--- config.mk ---
export PLATFORM = sky130hd
export DESIGN_NAME = pipe_skid_stage
export DESIGN_NICKNAME = d
export VERILOG_FILES = /design/src/rtl/pipe_skid_stage.sv
export SDC_FILE = /design/constraint.sdc
export NUM_CORES = 1
export LEC_CHECK = 0
export BUFFER_PORTS_ARGS = -buffer_cell sky130_fd_sc_hd__buf_2
export CAP_MARGIN = 10
export CELL_PAD_IN_SITES_DETAIL_PLACEMENT = 2
export CELL_PAD_IN_SITES_GLOBAL_PLACEMENT = 2
export CORE_MARGIN = 2
export CORE_UTILIZATION = 28
export CTS_CLUSTER_SIZE = 25
export DETAILED_ROUTE_END_ITERATION = 8
export GPL_TIMING_DRIVEN = 0
export PLACE_DENSITY = 0.71
export SETUP_SLACK_MARGIN = 0.4
export SYNTH_ARGS = -nofsm -noshare
export SYNTH_HDL_FRONTEND = slang
export SYNTH_SLANG_ARGS = --single-unit
--- constraint.sdc ---
create_clock -name clk -period 2 [get_ports clk]
set_clock_uncertainty 0.15 [all_clocks]
set_input_delay 0.2 -clock clk [delete_from_list [all_inputs] [get_ports clk]]
set_output_delay 0.2 -clock clk [all_outputs]
set_load 0.005 [all_outputs]
--- src/rtl/pipe_skid_stage.sv ---
// Elastic pipeline stage with a two-entry skid buffer, multi-lane bundles,
// flush and a saturating back-pressure counter. All outputs are registered.
module pipe_skid_stage #(
    parameter int DATA_W     = 96,
    parameter int LANES      = 1,
    parameter bit CLEAR_DATA = 1'b1,
    parameter int CNT_W      = 16
) (
    input  logic                    clk,
    input  logic                    rst,
    input  logic                    flush,
    input  logic [LANES-1:0]        up_valid,
    input  logic [LANES*DATA_W-1:0] up_data,
    output logic                    up_ready,
    output logic [LANES-1:0]        dn_valid,
    output logic [LANES*DATA_W-1:0] dn_data,
    input  logic                    dn_ready,
    output logic [1:0]              occupancy,
    output logic [CNT_W-1:0]        stall_cnt
);

    typedef enum logic [1:0] {
        S_EMPTY = 2'd0,
        S_ONE   = 2'd1,
        S_FULL  = 2'd2
    } state_e;

    state_e                  state_q, state_n;
    logic [LANES-1:0]        main_v_q, main_v_n, skid_v_q, skid_v_n;
    logic [LANES*DATA_W-1:0] main_d_q, main_d_n, skid_d_q, skid_d_n;
    logic                    rdy_q, rdy_n;
    logic [CNT_W-1:0]        stall_q, stall_n;
    logic                    up_xfer, dn_xfer;

    assign up_xfer = (|up_valid) & rdy_q;
    assign dn_xfer = (|main_v_q) & dn_ready;

    // NOTE: every variable gets a default before the case so no path leaves one
    // unassigned, which would otherwise infer a latch.
    always_comb begin
        state_n  = state_q;
        main_v_n = main_v_q;
        main_d_n = main_d_q;
        skid_v_n = skid_v_q;
        skid_d_n = skid_d_q;
        unique case (state_q)
            S_EMPTY: begin
                if (up_xfer) begin
                    state_n  = S_ONE;
                    main_v_n = up_valid;
                    main_d_n = up_data;
                end
            end
            S_ONE: begin
                if (up_xfer && dn_xfer) begin
                    main_v_n = up_valid;
                    main_d_n = up_data;
                end else if (up_xfer) begin
                    state_n  = S_FULL;
                    skid_v_n = up_valid;
                    skid_d_n = up_data;
                end else if (dn_xfer) begin
                    state_n  = S_EMPTY;
                    main_v_n = '0;
                end
            end
            S_FULL: begin
                if (dn_xfer) begin
                    state_n  = S_ONE;
                    main_v_n = skid_v_q;
                    main_d_n = skid_d_q;
                    skid_v_n = '0;
                end
            end
            default: state_n = S_EMPTY;
        endcase

        // Flush kills everything held, including a bundle arriving this cycle.
        if (flush) begin
            state_n  = S_EMPTY;
            main_v_n = '0;
            skid_v_n = '0;
            if (CLEAR_DATA) begin
                main_d_n = '0;
                skid_d_n = '0;
            end
        end
    end

    always_comb begin
        rdy_n   = (state_n != S_FULL);
        stall_n = stall_q;
        if ((|main_v_q) && !dn_ready && !flush && !(&stall_q))
            stall_n = stall_q + CNT_W'(1);
    end

    // NOTE: sequential state uses non-blocking assignments so every register
    // samples the pre-edge values regardless of statement order.
    always_ff @(posedge clk) begin
        if (rst) begin
            state_q  <= S_EMPTY;
            main_v_q <= '0;
            skid_v_q <= '0;
            rdy_q    <= 1'b1;
            stall_q  <= '0;
            // NOTE: payload storage is only cleared when CLEAR_DATA asks for it;
            // otherwise the valid bits alone mark it empty and data keeps its value.
            if (CLEAR_DATA) begin
                main_d_q <= '0;
                skid_d_q <= '0;
            end
        end else begin
            state_q  <= state_n;
            main_v_q <= main_v_n;
            main_d_q <= main_d_n;
            skid_v_q <= skid_v_n;
            skid_d_q <= skid_d_n;
            rdy_q    <= rdy_n;
            stall_q  <= stall_n;
        end
    end

    assign up_ready  = rdy_q;
    assign dn_valid  = main_v_q;
    assign dn_data   = main_d_q;
    assign occupancy = state_q;
    assign stall_cnt = stall_q;

endmodule
[Word level (Yosys, flattened, before mapping)]
Index checks and enable logic that the tools add are counted.
Word-level totals
  flip-flop bits (word level): 213
  input port bits: 101
  word-level logic and storage cells: 56
Operators by class
  $add $sub $neg: 1
  equality and inequality tests: 10
  mux-type cells: 19
  bitwise gates (word level): 3
  reductions and logical operators: 16
Operator list (count)
  $mux W96: 3
  $pmux W96 S3: 1
  $add A16 B1 Y16 const B: 1
  $reduce_and A16 Y1: 1
  $mux W2: 6
  $ne A2 B2 Y1 const B: 6
  $reduce_and A4 Y1: 2
  $mux W1: 6
  $ne A3 B3 Y1 const B: 2
  $pmux W2 S3: 1
  $reduce_and A5 Y1: 1
  $logic_and A1 B1 Y1: 4
  $logic_not A1 Y1: 3
  $pmux W1 S3: 1
  $reduce_and A3 Y1: 1
  $reduce_bool A3 Y1: 1
  $and A1 B1 Y1: 2
  $eq A2 B1 Y1 const B: 1
  $eq A2 B2 Y1 const B: 1
  $logic_not A2 Y1: 1
  $pmux W1 S2: 1
  $reduce_bool A2 Y1: 1
  $reduce_or A2 Y1: 1
  $not A1 Y1: 1

[Logic depth before layout (Yosys ltp)]
  word-level depth: 7
  gate-level depth with buffers: 8
  depth with buffers taken out: 6

[Worst setup path before layout]
OpenSTA, ideal clock, no wires.
  path kind: reg2reg
  start: register state_q[1] (netlist: occupancy[1])
  end: register main_d_q[10] (netlist: dn_data[10])
  setup time: 137 ps
  arrival time: 1790 ps
  data required time: 1713 ps
  setup slack: -78 ps
  cell stages (with the launch flop): 8
  buffers on the path: 2
  cell sequence: dfxtp_1 -> inv_1 -> ha_1 -> a2bb2oi_1 -> nor3_1 -> clkbuf_1 -> clkbuf_1 -> a211oi_1
Between the ends
  cells in the longest elaborated chain, start to end: 3
  elaborated cells on any way between the ends: 9
  those cells by class: eq/ne: 5; mux: 1; reduce/logical: 3
RTL lines
  from (decl): RTL line 28  | state_e state_q, state_n;
  from (signal assigned): RTL line 113  | state_q <= state_n;
  $eq A2 B1 Y1, or another cell as far along: RTL line 46  | unique case (state_q)
  $ne A2 B2 Y1 (no source line) or $reduce_bool A3 Y1 (tied branches)
  $reduce_and A4 Y1 (no source line)
  to (signal assigned): RTL line 115  | main_d_q <= main_d_n;
  to (decl): RTL line 30  | logic [LANES*DATA_W-1:0] main_d_q, main_d_n, skid_d_q, skid_d_n;
Several ways; a longest one is shown, not always the timed one.
A chain may end at the register's enable or synchronous reset.

[Final worst setup path]
  start: register state_q[1] (netlist: occupancy[1])
  end: register skid_d_q[71]
Between the ends
  cells in the longest elaborated chain, start to end: 2
RTL lines
  $eq A2 B1 Y1: RTL line 46
  $reduce_and A3 Y1 (no source line)
  to (signal assigned): RTL line 117  | skid_d_q <= skid_d_n;
  to (decl): RTL line 30
Every way passes these cells.

==> results_dict.tcl <==
set metrics [dict create \
    status "finished, violations left" \
    violations "hold timing, setup timing" \
    drt-total-wl_um 42600 \
    crit_end "skid_d_q[71]" \
    cp.arrival_ns 2.46 \
    cts_tree "built" \
    synth-edff-count 0 \
    synth.top_cell.area_share 0.495 \
    startpoint_type "flop" \
    clkSlewWorstSetupHoldPaths_ns 0.06 \
    finalHoldViolCount 1 \
    setup.worst_path.start "occupancy[1]" \
    avgViaCountPerCell 5.08 \
    cts_sinks 213 \
    setup_slack_ns -0.163 \
    rows 64 \
    synth_top_area_cell "dfxtp_1" \
    crit_top_cell "buf_4" \
    ant_nets 0 \
    syn_inst 984 \
    htreeDepth 1 \
    grt_pass1_vias 9635 \
    cts_buffer_depth 3 \
    ir_drop_mv 0.522 \
    final_cell_count_no_fill 1829 \
    syn_to_final_growth_pct 76.4 \
    cellLeakagePower_nw 5.88 \
    critPathKind "reg -> reg" \
    drtIter0Drc 302 \
    grt_max_degree 13 \
    layout.nets 1516 \
    ys_warn_count 0 \
    route.vias.total 9291 \
    max_freq_ghz 0.462 \
    reg2reg_slack_ns -0.16 \
    start_util 0.283 \
    grt_overflow 0 \
    slew_headroom 0.500 \
    end_kind "flop" \
    cpPeakStageDelay_ns 0.37 \
    ys.flop_type "dfxtp_1" \
    track_usage 0.215 \
    path_max_fanout 6 \
    die_x_um 179 \
    utilization 0.499 \
    rsz0062_at_grt "true" \
    die_h_um 179 \
    first_pass_iters 4 \
    final_max_slew_viol_count 0 \
    boundaryPins 217 \
    yosys-top-cells-count "213 x dfxtp_1, 201 x nand2_1, 111 x a21oi_1" \
    reg2reg_to "skid_d_q[71]" \
    pre_cts_ws_ns -0.803 \
    dpl.hpwl_um 21500 \
    ys_ff_latch 213 \
    period_minus_slack_ns 2.16 \
    crit_required_ns 2.30 \
    root_buffer "clkbuf_16" \
    hold_class "in -> reg" \
    netlist_area_sq_um 8610 \
    r2r_start "occupancy[1]" \
    syn_avg_cell_area_sq_um 8.75 \
    cp_cell_sequence "inv_4, ha_4, buf_4, buf_4, and4_4, clkbuf_16, buf_12, buf_6, buf_16, nand2_4, a21oi_2" \
    syn-num-nets 1091 \
    cts_made_buffers 26 \
    synthArstFlopShare 0 \
    cp_slowest_cell "dfxtp_4" \
    total_power_w 0.0113 \
    die_area_sq_um 32200 \
    drive_above_1_share 0.485 \
    io_buffers 214 \
    tightestPinTransition_ns 0.750 \
    setup_viol 154 \
    grt_antenna_before_repair 3 \
    core_sq_um 30400 \
    grt_pass1_wl_um 54200 \
    clk_latency_ns 0.53 \
    synthTopCellsByArea "dfxtp_1 50%, mux2i_1 11%, nand2_1 8.8%, a211oi_1 8.5%, a21oi_1 6.4%" \
    synth-seq-area-share 0.495 \
    gp_congestion 0.740 \
    p_per_area_nw_per_um2 742 \
    fin_crit_sh 1.08 \
    wl_per_cell_um 23.3 \
    rr_worst_depth 11 \
    ys_types 39 \
    cap_viol_max_count 0 \
    dp_cells 1594 \
    post-synth-top-count-cell "dfxtp_1" \
    holdWs_ns -0.0128 \
    drc 0 \
]
layout make-up:
class / count / area, sq um
Fill cell: 3108 / 15200
Multi-Input combinational cell: 689 / 5240
Sequential cell: 213 / 4310
Timing Repair Buffer: 397 / 3340
Buffer: 79 / 936
Clock buffer: 43 / 826
Tap cell: 396 / 495
Clock inverter: 5 / 25.0
Inverter: 3 / 16.3
Antenna cell: 4 / 10.0
sequential cells by signal (all words and copies together) (netlist names):
register and cells:
up_ready 1, occupancy 2, skid_v_q 1, dn_data 96, skid_d_q 96, stall_cnt 16, dn_valid 1
critical path, delay by kind of cell (launching register included):
family	cells	cell delay, ns
buffers and inverters	7	0.88
flip-flops	1	0.37
AND/OR/NAND/NOR	2	0.31
AO/OA/AOI/OAI	1	0.17
adder cells (fa/ha/maj)	1	0.18
how the worst min path moves through the flow:
stage	start	to	depth (start not counted)
after floorplan	up_data[0]	skid_d_q[0]	2
after global placement	skid_d_q[41]	skid_d_q[41]	2
after detailed placement	skid_d_q[40]	skid_d_q[40]	2
after CTS	flush	stall_cnt[1]	4
after global routing	flush	stall_cnt[1]	4
final	flush	stall_cnt[1]	4
placed cells by master (no fill, tap or decap), types with 12 or more instances in the layout:
cell           count
clkbuf_1          15
clkbuf_16         48
dlygate4sd3_1     99
a21oi_2           53
nand2_4           13
clkbuf_2          21
buf_12            17
buf_2            215
nand2_1          135
dfxtp_2           12
buf_4             26
buf_6             27
nor2_2            16
buf_8             27
nand2_2           53
mux2i_1           98
a211oi_2          70
a21oi_1           58
nor2_4            28
nor2_1            58
a211oi_1          26
dfxtp_1          194
routing by layer:
metal	track usage	wire, um	vias to the layer above
li1	-	-	4313
met1	0.255	17100	4692
met2	0.399	22700	217
met3	0.0376	1720	69
met4	0.0571	1090	0
met5	0	0	-
logic make-up (layout without fill, tap and decap cells):
group,count (synthesis),after routing,share of synthesized area
AND/OR/NAND/NOR,347,347,0.170
multiplexers,99,99,0.115
buffers and inverters,82,527,0.0392
AO/OA/AOI/OAI,236,236,0.171
other,0,4,0
XOR/XNOR,1,1,0.00102
adder cells (fa/ha/maj),6,6,0.00872
flip-flops,213,213,0.495
stage by stage:
stage          setup TNS, ns  cell area, sq um
6_report               -7.82             15200
5_1_grt               -16.58             15200
4_1_cts              -0.0578             13500
3_5_place_dp          -84.46             10400
3_3_place_gp          -79.16             10400
2_1_floorplan              0              8880
report_power, final:
| group | total (W) | switching (W) | internal (W) |
|---|---|---|---|
| registers | 0.00448 | 0.000112 | 0.00437 |
| logic | 0.00203 | 0.00103 | 0.00100 |
| clock network | 0.00476 | 0.00197 | 0.00280 |
timing repair:
action,CTS,global route
resized for setup,192,293
hold buffers,99,0
setup buffers,19,36
setup endpoints to repair,213,213
pin swaps,65,55
hold endpoints to repair,197,0
cloned,9,20
(Power assumes the default switching activity.)
